### src/rtl/ifu_pkg.sv
// Shared definitions for the instruction fetch unit: opcodes (same values as
// the euc state encoding), fetch state encoding and instruction field layout.
`timescale 1ns/1ps
package ifu_pkg;

  // Opcodes 0..11 are issued to euc, 12..15 are executed inside the ifu.
  localparam logic [3:0] OP_LD     = 4'd0;
  localparam logic [3:0] OP_AND    = 4'd1;
  localparam logic [3:0] OP_STR    = 4'd2;
  localparam logic [3:0] OP_ADD    = 4'd3;
  localparam logic [3:0] OP_ADDI   = 4'd4;
  localparam logic [3:0] OP_CMPLT  = 4'd5;
  localparam logic [3:0] OP_CMPEQ  = 4'd6;
  localparam logic [3:0] OP_CMPEQI = 4'd7;
  localparam logic [3:0] OP_SHFTR  = 4'd8;
  localparam logic [3:0] OP_SHFTL  = 4'd9;
  localparam logic [3:0] OP_INV    = 4'd10;
  localparam logic [3:0] OP_MVI    = 4'd11;
  localparam logic [3:0] OP_JMP    = 4'd12;
  localparam logic [3:0] OP_BRC    = 4'd13;
  localparam logic [3:0] OP_NOP    = 4'd14;
  localparam logic [3:0] OP_HALT   = 4'd15;

  localparam int N_ISSUE_OPS = 12;

  // Fetch sequencer states.
  typedef enum logic [1:0] {
    ST_FETCH = 2'd0,
    ST_LATCH = 2'd1,
    ST_ISSUE = 2'd2,
    ST_HALT  = 2'd3
  } ifu_state_e;

  // Instruction field positions.
  localparam int OPC_MSB  = 15;
  localparam int OPC_LSB  = 12;
  localparam int DST_BIT  = 11;
  localparam int SRC_BIT  = 10;
  localparam int RSVD_MSB = 9;
  localparam int RSVD_LSB = 8;
  localparam int IMM_MSB  = 7;
  localparam int IMM_LSB  = 0;
  localparam int IMM_W    = 8;

endpackage

### src/rtl/ifu_decode.sv
// Opcode decoder: one-hot line per issuable opcode, plus a flag for the
// control-flow opcodes the ifu executes itself.
`timescale 1ns/1ps
module ifu_decode
  import ifu_pkg::*;
(
  input  logic [3:0]             opcode,
  output logic [N_ISSUE_OPS-1:0] id_vec,
  output logic                   is_local
);

  localparam logic [N_ISSUE_OPS-1:0] ID_ONE = {{(N_ISSUE_OPS-1){1'b0}}, 1'b1};

  // Map opcode to its one-hot line; local opcodes drive no line.
  always_comb begin
    id_vec   = {N_ISSUE_OPS{1'b0}};
    is_local = 1'b0;
    case (opcode)
      OP_JMP, OP_BRC, OP_NOP, OP_HALT: is_local = 1'b1;
      default:                         id_vec   = ID_ONE << opcode;
    endcase
  end

endmodule

### src/rtl/ifu.sv
// Instruction fetch unit: owns the pc, fetches from synchronous instruction
// memory, executes control flow locally and presents the rest to euc with a
// valid/done handshake. All outputs are decoded from registers only.
`timescale 1ns/1ps
module ifu
  import ifu_pkg::*;
#(
  parameter int PC_W    = 8,
  parameter int INSTR_W = 16
) (
  input  logic               clk,
  input  logic               rst,
  output logic               instr_mem_rd_enb_o,
  output logic [PC_W-1:0]    instr_mem_addr_o,
  input  logic [INSTR_W-1:0] instr_mem_data_i,
  output logic               instr_valid_o,
  input  logic               instr_done_i,
  output logic               id_ld_o,
  output logic               id_and_o,
  output logic               id_str_o,
  output logic               id_add_o,
  output logic               id_addi_o,
  output logic               id_cmplt_o,
  output logic               id_cmpeq_o,
  output logic               id_cmpeqi_o,
  output logic               id_shftr_o,
  output logic               id_shftl_o,
  output logic               id_inv_o,
  output logic               id_mvi_o,
  output logic               src_reg_o,
  output logic               dst_reg_o,
  output logic [7:0]         imm_o,
  input  logic               cmp_flag_i,
  output logic               halted_o,
  output logic               proto_err_o
);

  localparam logic [PC_W-1:0] PC_ONE = {{(PC_W-1){1'b0}}, 1'b1};

  ifu_state_e             state_r;
  ifu_state_e             state_nx_s;
  logic [PC_W-1:0]        pc_r;
  logic [PC_W-1:0]        pc_nx_s;
  logic [PC_W-1:0]        pc_inc_s;
  logic [PC_W-1:0]        imm_tgt_s;
  logic [3:0]             op_in_s;
  logic [IMM_W-1:0]       imm_in_s;
  logic [N_ISSUE_OPS-1:0] id_vec_s;
  logic                   is_local_s;
  logic [N_ISSUE_OPS-1:0] id_r;
  logic                   dst_r;
  logic                   src_r;
  logic [IMM_W-1:0]       imm_r;
  logic                   proto_err_r;
  logic                   issue_s;
  logic                   rsvd_unused_s;

  assign op_in_s       = instr_mem_data_i[OPC_MSB:OPC_LSB];
  assign imm_in_s      = instr_mem_data_i[IMM_MSB:IMM_LSB];
  assign rsvd_unused_s = ^instr_mem_data_i[RSVD_MSB:RSVD_LSB];
  assign pc_inc_s      = pc_r + PC_ONE;

  // Jump/branch target: immediate zero-extended or truncated to the pc width.
  generate
    if (PC_W > IMM_W) begin : g_tgt_ext
      assign imm_tgt_s = {{(PC_W-IMM_W){1'b0}}, imm_in_s};
    end else if (PC_W == IMM_W) begin : g_tgt_eq
      assign imm_tgt_s = imm_in_s;
    end else begin : g_tgt_trunc
      assign imm_tgt_s = imm_in_s[PC_W-1:0];
    end
  endgenerate

  // Decode the word arriving from memory so the one-hot lines are registered in LATCH.
  ifu_decode u_decode (
    .opcode   (op_in_s),
    .id_vec   (id_vec_s),
    .is_local (is_local_s)
  );

  // Next state and pc: control flow is resolved in LATCH, issue retires on done.
  always_comb begin
    state_nx_s = state_r;
    pc_nx_s    = pc_r;
    case (state_r)
      ST_FETCH: state_nx_s = ST_LATCH;
      ST_LATCH: begin
        if (is_local_s) begin
          case (op_in_s)
            OP_JMP: begin
              pc_nx_s    = imm_tgt_s;
              state_nx_s = ST_FETCH;
            end
            OP_BRC: begin
              if (cmp_flag_i) begin
                pc_nx_s = imm_tgt_s;
              end else begin
                pc_nx_s = pc_inc_s;
              end
              state_nx_s = ST_FETCH;
            end
            OP_NOP: begin
              pc_nx_s    = pc_inc_s;
              state_nx_s = ST_FETCH;
            end
            OP_HALT: state_nx_s = ST_HALT;
            default: state_nx_s = ST_FETCH;
          endcase
        end else begin
          state_nx_s = ST_ISSUE;
        end
      end
      ST_ISSUE: begin
        if (instr_done_i) begin
          pc_nx_s    = pc_inc_s;
          state_nx_s = ST_FETCH;
        end else begin
          state_nx_s = ST_ISSUE;
        end
      end
      ST_HALT: state_nx_s = ST_HALT;
      default: state_nx_s = ST_FETCH;
    endcase
  end

  // State and program counter registers.
  always_ff @(posedge clk or negedge rst) begin
    if (!rst) begin
      state_r <= ST_FETCH;
      pc_r    <= {PC_W{1'b0}};
    end else begin
      state_r <= state_nx_s;
      pc_r    <= pc_nx_s;
    end
  end

  // Instruction fields and decode are captured only in LATCH so they stay put while issued.
  always_ff @(posedge clk or negedge rst) begin
    if (!rst) begin
      id_r  <= {N_ISSUE_OPS{1'b0}};
      dst_r <= 1'b0;
      src_r <= 1'b0;
      imm_r <= {IMM_W{1'b0}};
    end else if (state_r == ST_LATCH) begin
      id_r  <= id_vec_s;
      dst_r <= instr_mem_data_i[DST_BIT];
      src_r <= instr_mem_data_i[SRC_BIT];
      imm_r <= imm_in_s;
    end
  end

  // Sticky flag for a done that arrives while nothing is being issued.
  always_ff @(posedge clk or negedge rst) begin
    if (!rst) begin
      proto_err_r <= 1'b0;
    end else if (instr_done_i && (state_r != ST_ISSUE)) begin
      proto_err_r <= 1'b1;
    end
  end

  assign issue_s            = (state_r == ST_ISSUE);
  assign instr_mem_rd_enb_o = (state_r == ST_FETCH);
  assign instr_mem_addr_o   = pc_r;
  assign instr_valid_o      = issue_s;
  assign halted_o           = (state_r == ST_HALT);
  assign proto_err_o        = proto_err_r;
  assign src_reg_o          = src_r;
  assign dst_reg_o          = dst_r;
  assign imm_o              = imm_r;

  assign id_ld_o     = id_r[OP_LD]     & issue_s;
  assign id_and_o    = id_r[OP_AND]    & issue_s;
  assign id_str_o    = id_r[OP_STR]    & issue_s;
  assign id_add_o    = id_r[OP_ADD]    & issue_s;
  assign id_addi_o   = id_r[OP_ADDI]   & issue_s;
  assign id_cmplt_o  = id_r[OP_CMPLT]  & issue_s;
  assign id_cmpeq_o  = id_r[OP_CMPEQ]  & issue_s;
  assign id_cmpeqi_o = id_r[OP_CMPEQI] & issue_s;
  assign id_shftr_o  = id_r[OP_SHFTR]  & issue_s;
  assign id_shftl_o  = id_r[OP_SHFTL]  & issue_s;
  assign id_inv_o    = id_r[OP_INV]    & issue_s;
  assign id_mvi_o    = id_r[OP_MVI]    & issue_s;

endmodule
### config.mk
export PLATFORM = sky130hd
export DESIGN_NAME = ifu
export DESIGN_NICKNAME = d
export VERILOG_FILES = /design/src/rtl/ifu_pkg.sv /design/src/rtl/ifu_decode.sv /design/src/rtl/ifu.sv
export SDC_FILE = /design/constraint.sdc
export NUM_CORES = 1
export LEC_CHECK = 0
export BUFFER_PORTS_ARGS = -buffer_cell sky130_fd_sc_hd__buf_2
export CAP_MARGIN = 5
export CORE_UTILIZATION = 43
export CTS_BUF_LIST = sky130_fd_sc_hd__clkbuf_4
export CTS_CLUSTER_SIZE = 20
export DETAILED_ROUTE_END_ITERATION = 10
export PLACE_DENSITY_LB_ADDON = 0.2
export SLEW_MARGIN = 20
export SYNTH_ARGS = -nofsm -noshare
export SYNTH_HDL_FRONTEND = slang
export SYNTH_SLANG_ARGS = --single-unit
### constraint.sdc
create_clock -name clk -period 1.4 [get_ports clk]
set_input_delay 0.21 -clock clk [delete_from_list [all_inputs] [get_ports clk]]
set_output_delay 0.21 -clock clk [all_outputs]
set_load 0.01 [all_outputs]
## Yosys cells after proc, flatten, opt, wreduce, memory -nomap -nowiden

Cells that the tools add are included.
Widths: inputs -> output; s select.

| storage, ports and cells | value |
|---|---|
| bits in registers | 33 |
| input port bits | 20 |
| output and inout port bits | 34 |
| word-level logic and storage cells | 48 |

| cells by class | value |
|---|---|
| add/subtract/negate cells | 1 |
| equality and inequality tests | 11 |
| shift operators | 1 |
| mux-type cells | 11 |
| bitwise logic cells | 12 |
| reductions and logical operators | 5 |

Operators with widths:

| cell | number |
|---|---|
| $mux 8 | 3 |
| $pmux 8 s3 | 1 |
| $eq 4x4->1 const B | 4 |
| $pmux 8 s2 | 1 |
| $and 1x1->1 | 12 |
| $mux 12 | 1 |
| $shl 1x4->12 const A | 1 |
| $add 8x1->8 const B | 1 |
| $pmux 2 s4 | 1 |
| $mux 2 | 3 |
| $ne 2x2->1 const B | 3 |
| $eq 2x2->1 const B | 2 |
| $ne 4x1->1 const B | 1 |
| $reduce_and 4->1 | 1 |
| $reduce_or 4->1 | 1 |
| $eq 2x1->1 const B | 1 |
| $logic_not 2->1 | 1 |
| $reduce_bool 2->1 | 1 |
| $logic_and 1x1->1 | 1 |
| $mux 1 | 1 |

## Logic depth before layout (Yosys ltp)

| logic depth | value |
|---|---|
| word-level depth | 5 |
| depth in mapped cells | 7 |
| gate-level depth less buffers | 5 |

## Cells and area by module

A second synthesis with hierarchy kept.

| unflattened totals | value |
|---|---|
| cells, all modules | 154 |
| area total of the unflattened synthesis | 1920.6 µm² |

By module, submodules not included:

| module | instances | cells an instance | area an instance (µm²) | seq. area each (µm²) |
|---|---|---|---|---|
| ifu | 1 | 137 | 1669.1 | 825.8 |
| ifu_decode | 1 | 17 | 251.5 | 0.0 |

## Worst setup path before layout

OpenSTA, ideal clock, no wires.

| timing path | value |
|---|---|
| kind | reg-to-reg |
| start point | reg state_r[1] |
| end point | reg pc_r[0], in the netlist instr_mem_addr_o[0] |
| library setup time | 0.140 ns |
| arrival | 1.408 ns |
| data required time | 1.260 ns |
| setup slack | -0.148 ns |
| cell stages (with the launch flop) | 8 |
| path buffers | 3 |
| period minus slack after synthesis | 1.548 ns |
| path through | dfrtp_1 -> nor2b_1 -> buf_4 -> a221o_1 -> buf_6 -> buf_8 -> nor3_1 -> a311oi_1 |

| on the way | value |
|---|---|
| cells in the longest elaborated chain, start to end | 3 |
| elaborated cells between the ends (all ways) | 8 |
| those cells by class | eq/ne (5); mux (1); reduce/logical (2) |

RTL lines:

| what | RTL line | RTL |
|---|---|---|
| start, declared | ifu.sv:40 | `ifu_state_e state_r;` |
| start signal, assigned | ifu.sv:132 | `state_r <= state_nx_s;` |
| $eq 2x1->1 or $eq 2x2->1 (tied branches) | ifu.sv:85 | `case (state_r)` |
| $ne 4x1->1 (no line), or another cell as far along | - |  |
| $reduce_and 4->1 (no line) | - |  |
| end signal, assigned | ifu.sv:130 | `pc_r <= {PC_W{1'b0}};` |
| end signal, assigned | ifu.sv:133 | `pc_r <= pc_nx_s;` |
| end, declared | ifu.sv:42 | `logic [PC_W-1:0] pc_r;` |

Parallel ways exist; a longest one is shown, timed or not.
A chain may end at the register's enable or synchronous reset.

## Worst setup path in the final report

| timing path | value |
|---|---|
| start point | reg state_r[1] |
| end point | out id_cmpeq_o |

| on the way | value |
|---|---|
| cells in the longest elaborated chain, start to end | 2 |

RTL lines:

| what | RTL line | RTL |
|---|---|---|
| $eq 2x2->1 | ifu.sv:161 | `assign issue_s = (state_r == ST_ISSUE);` |
| $and 1x1->1 | ifu.sv:177 | `assign id_cmpeq_o = id_r[OP_CMPEQ] & issue_s;` |
| end, declared | ifu.sv:24 | `output logic id_cmpeq_o,` |

No other way between the ends.

==> results.sh <==
export IMPL_antenna_found_initial=0
export IMPL_io_pins=54
export IMPL_yosysWarnings=0
export IMPL_antenna_cells=0
export IMPL_final_setup_tns_ns=-2.32
export IMPL_pwr_share_seq_pct=30.8
export IMPL_combPwrFrac_pct=51.9
export IMPL_fin_cells=303
export IMPL_place_gp_congestion=0.882
export IMPL_die_x_um=63.6
export IMPL_coreArea_um2=3660
export IMPL_drive_gt1_share_pct=49.4
export IMPL_crit_arrival_ns=1.36
export IMPL_ys_seq_area_share_pct=50.7
export IMPL_synth_cells=174
export IMPL_status="complete, but fails checks"
export IMPL_layout_nets=275
export IMPL_firstDrtPassIters=4
export IMPL_power_switching_mw=2.01
export IMPL_cp_common_cell="buf_6"
export IMPL_wl_per_cell_um=13.6
export IMPL_layout_common_cells="nand2_1, buf_2, dfrtp_1, buf_4, buf_6"
export IMPL_antenna_left=0
export IMPL_synth_seq_cells=33
export IMPL_synth_area_per_cell_um2=9.37
export IMPL_gr_total_overflow=0
export IMPL_rsz0062_at_grt="true"
export IMPL_clk_pin_slew_ns=0.12
export IMPL_numCtsBuffers=5
export IMPL_critPathSlowestCell="dfrtp_1"
export IMPL_slew_violations=0
export IMPL_critPathTopFamily="flip-flops"
export IMPL_cp_buffers_inverters=2
export IMPL_p_int_mw=3.32
export IMPL_cts_max_level=2
export IMPL_skew_ns=0.0159
export IMPL_vias=1541
export IMPL_die_area_um2=4040
export IMPL_routed_via_density=5.09
export IMPL_layout_setup_ws_ns=-0.173
export IMPL_worstMarginPinSlew_ns=0.516
export IMPL_ir_drop_mv=1.13
export IMPL_wl_um=4110
export IMPL_period_needed_ns=1.57
export IMPL_drc_errors=0
export IMPL_slew_headroom_pct=65.6
export IMPL_dp_worst_setup_slack_ns=-0.0204
export IMPL_period_share_pct=112
export IMPL_grt_total_usage_pct=21.6
export IMPL_grt_max_degree=24
export IMPL_timing_critical_path_required_ns=1.19
export IMPL_p_clk_share_pct=17.3
export IMPL_cts_buffer_depth=2
export IMPL_final_common_cell="nand2_1"
export IMPL_grt_pass1_wl_um=6660
export IMPL_cp_max_fo=7
export IMPL_hp_class="in -> reg"
export IMPL_violations="setup timing"
export IMPL_worstSetupStartpointType="flop"
export IMPL_path_cells="nor2b_4 -> buf_6 -> and2_4 -> buf_6"
export IMPL_dpl_cell_count=287
export IMPL_dp_hpwl_um=2750
export IMPL_rows=22
export IMPL_cpPeakStageDelay_ns=0.39
export IMPL_fmax_mhz=636
export IMPL_synth_cell_type_count=32
export IMPL_clock_latency_ns=0.36
export IMPL_hold_viol=0
export IMPL_synth_area_um2=1630
export IMPL_cap_violations=0
export IMPL_drtIter0Drc=64
export IMPL_syn_nets=195
export IMPL_area_delta_synth_final_pct=51.8
export IMPL_cp_end_kind="output port"
export IMPL_clock_sinks=33
export IMPL_root_buffer="clkbuf_4"
export IMPL_leakage_nw=1.23
export IMPL_chipHeight_um=63.6
export IMPL_power_density_nw_per_um2=2150
export IMPL_grt_pass1_vias=1460
export IMPL_start_util_pct=44.5
export IMPL_worst_setup_path_type="reg -> out"
export IMPL_io_buffers=51
export IMPL_cts_tree="done"
export IMPL_setup_violations=23
export IMPL_timing_hold_ws_ns=0.0324
export IMPL_sw_frac_of_total_pct=37.7
==> path summary, 6_finish.rpt <==
kind | start | to | slack (ns) | depth (start not counted)
min in group asynchronous | rst | id_r[7] | 0.33 | 2
hold / removal | instr_mem_data_i[11] | dst_reg_o | 0.03 | 3
max in group asynchronous | rst | imm_o[6] | 0.55 | 3
setup / recovery | state_r[1] | id_cmpeq_o | -0.17 | 4
hold reg to reg | proto_err_o | proto_err_o | 0.48 | 1
setup reg to reg | state_r[1] | instr_mem_addr_o[5] | -0.05 | 5
==> through the flow <==
stage	area [um2]	power, mW	util [%]
finish	2470	5.33	67.6
global route	2470	5.71	67.6
CTS	2340	5.04	64.0
detailed placement	2090	3.82	57.2
global placement	2090	3.79	57.2
floorplan	1660	3.00	-
==> metal layers <==
| layer | GRT usage [%] | routed length, um | share of wire (%) |
|---|---|---|---|
| met1 | 27.9 | 1770 | 43 |
| met2 | 35.5 | 2110 | 51 |
| met3 | 3.62 | 155 | 3.8 |
| met4 | 9.38 | 71 | 1.7 |
| met5 | 0 | 0 | 0 |
==> cell usage after synthesis <==
cell type,n,area [um2]
nand2_1,48,180
dfrtp_1,33,826
and2_1,14,87.6
a21oi_1,8,40.0
mux2i_1,7,70.1
nand3_1,7,35.0
o21ai_0,7,35.0
a2bb2oi_1,6,52.6
inv_1,5,18.8
nor2_1,5,18.8
a22o_1,4,35.0
clkbuf_1,4,15.0
and3_1,2,12.5
buf_4,2,15.0
buf_6,2,22.5
nand2b_1,2,12.5
nor2b_1,2,12.5
nor3_1,2,10.0
a21oi_2,1,8.76
a221o_1,1,10.0
a311oi_1,1,8.76
a31oi_1,1,6.26
a32o_1,1,10.0
a32oi_1,1,8.76
and2b_2,1,8.76
and4_1,1,8.76
and4b_1,1,10.0
buf_8,1,15.0
ha_1,1,12.5
nor2b_2,1,8.76
o21bai_1,1,7.51
o31ai_1,1,7.51
==> cell families (layout without fill, tap and decap cells) <==
family	after synthesis	count (layout)	share of synthesized area [%]
AOI/OAI and AO/OA	33	33	14.1
adders and majority gates	1	1	0.767
buffers and inverters	14	95	5.29
DFF	33	33	50.7
muxes	7	7	4.30
and+or+nand+nor	86	86	24.9
==> worst min-delay path, delay by kind of cell <==
family | cells | cell delay (ns)
simple gates | 2 | 0.09
buf+inv | 1 | 0.07
==> registers in the layout, indices dropped and copies added (netlist names) <==
register and count:
id_r 12, dst_reg_o 1, state_r 2, imm_o 8
src_reg_o 1, proto_err_o 1, instr_mem_addr_o 8
==> cell type report <==
cell class	instances	area [um2]
Clock inverter	3	68.8
Clock buffer	5	37.5
Tap cell	48	60.1
Inverter	5	18.8
Fill cell	299	1190
Multi-Input combinational cell	127	857
Sequential cell	33	826
Timing Repair Buffer	82	607
==> power by group through the flow <==
stage	sequential, mW	combinational [mW]	clock (mW)
6_report	1.64	2.77	0.922
3_5_place_dp	1.62	2.20	0
5_1_grt	1.70	3.03	0.978
2_1_floorplan	1.72	1.28	0
4_1_cts	1.61	2.49	0.933
3_3_place_gp	1.62	2.18	0
==> timing repair <==
| item | 4_1_cts | 5_1_grt |
|---|---|---|
| setup buffers | 5 | 1 |
| hold endpoints to repair | 21 | 0 |
| resized for setup | 23 | 30 |
| hold buffers | 1 | 0 |
| endpoints found under the setup margin | 13 | 44 |
| pin swaps | 12 | 1 |
| gates cloned | 1 | 0 |
Power figures use the tool's default switching activity.
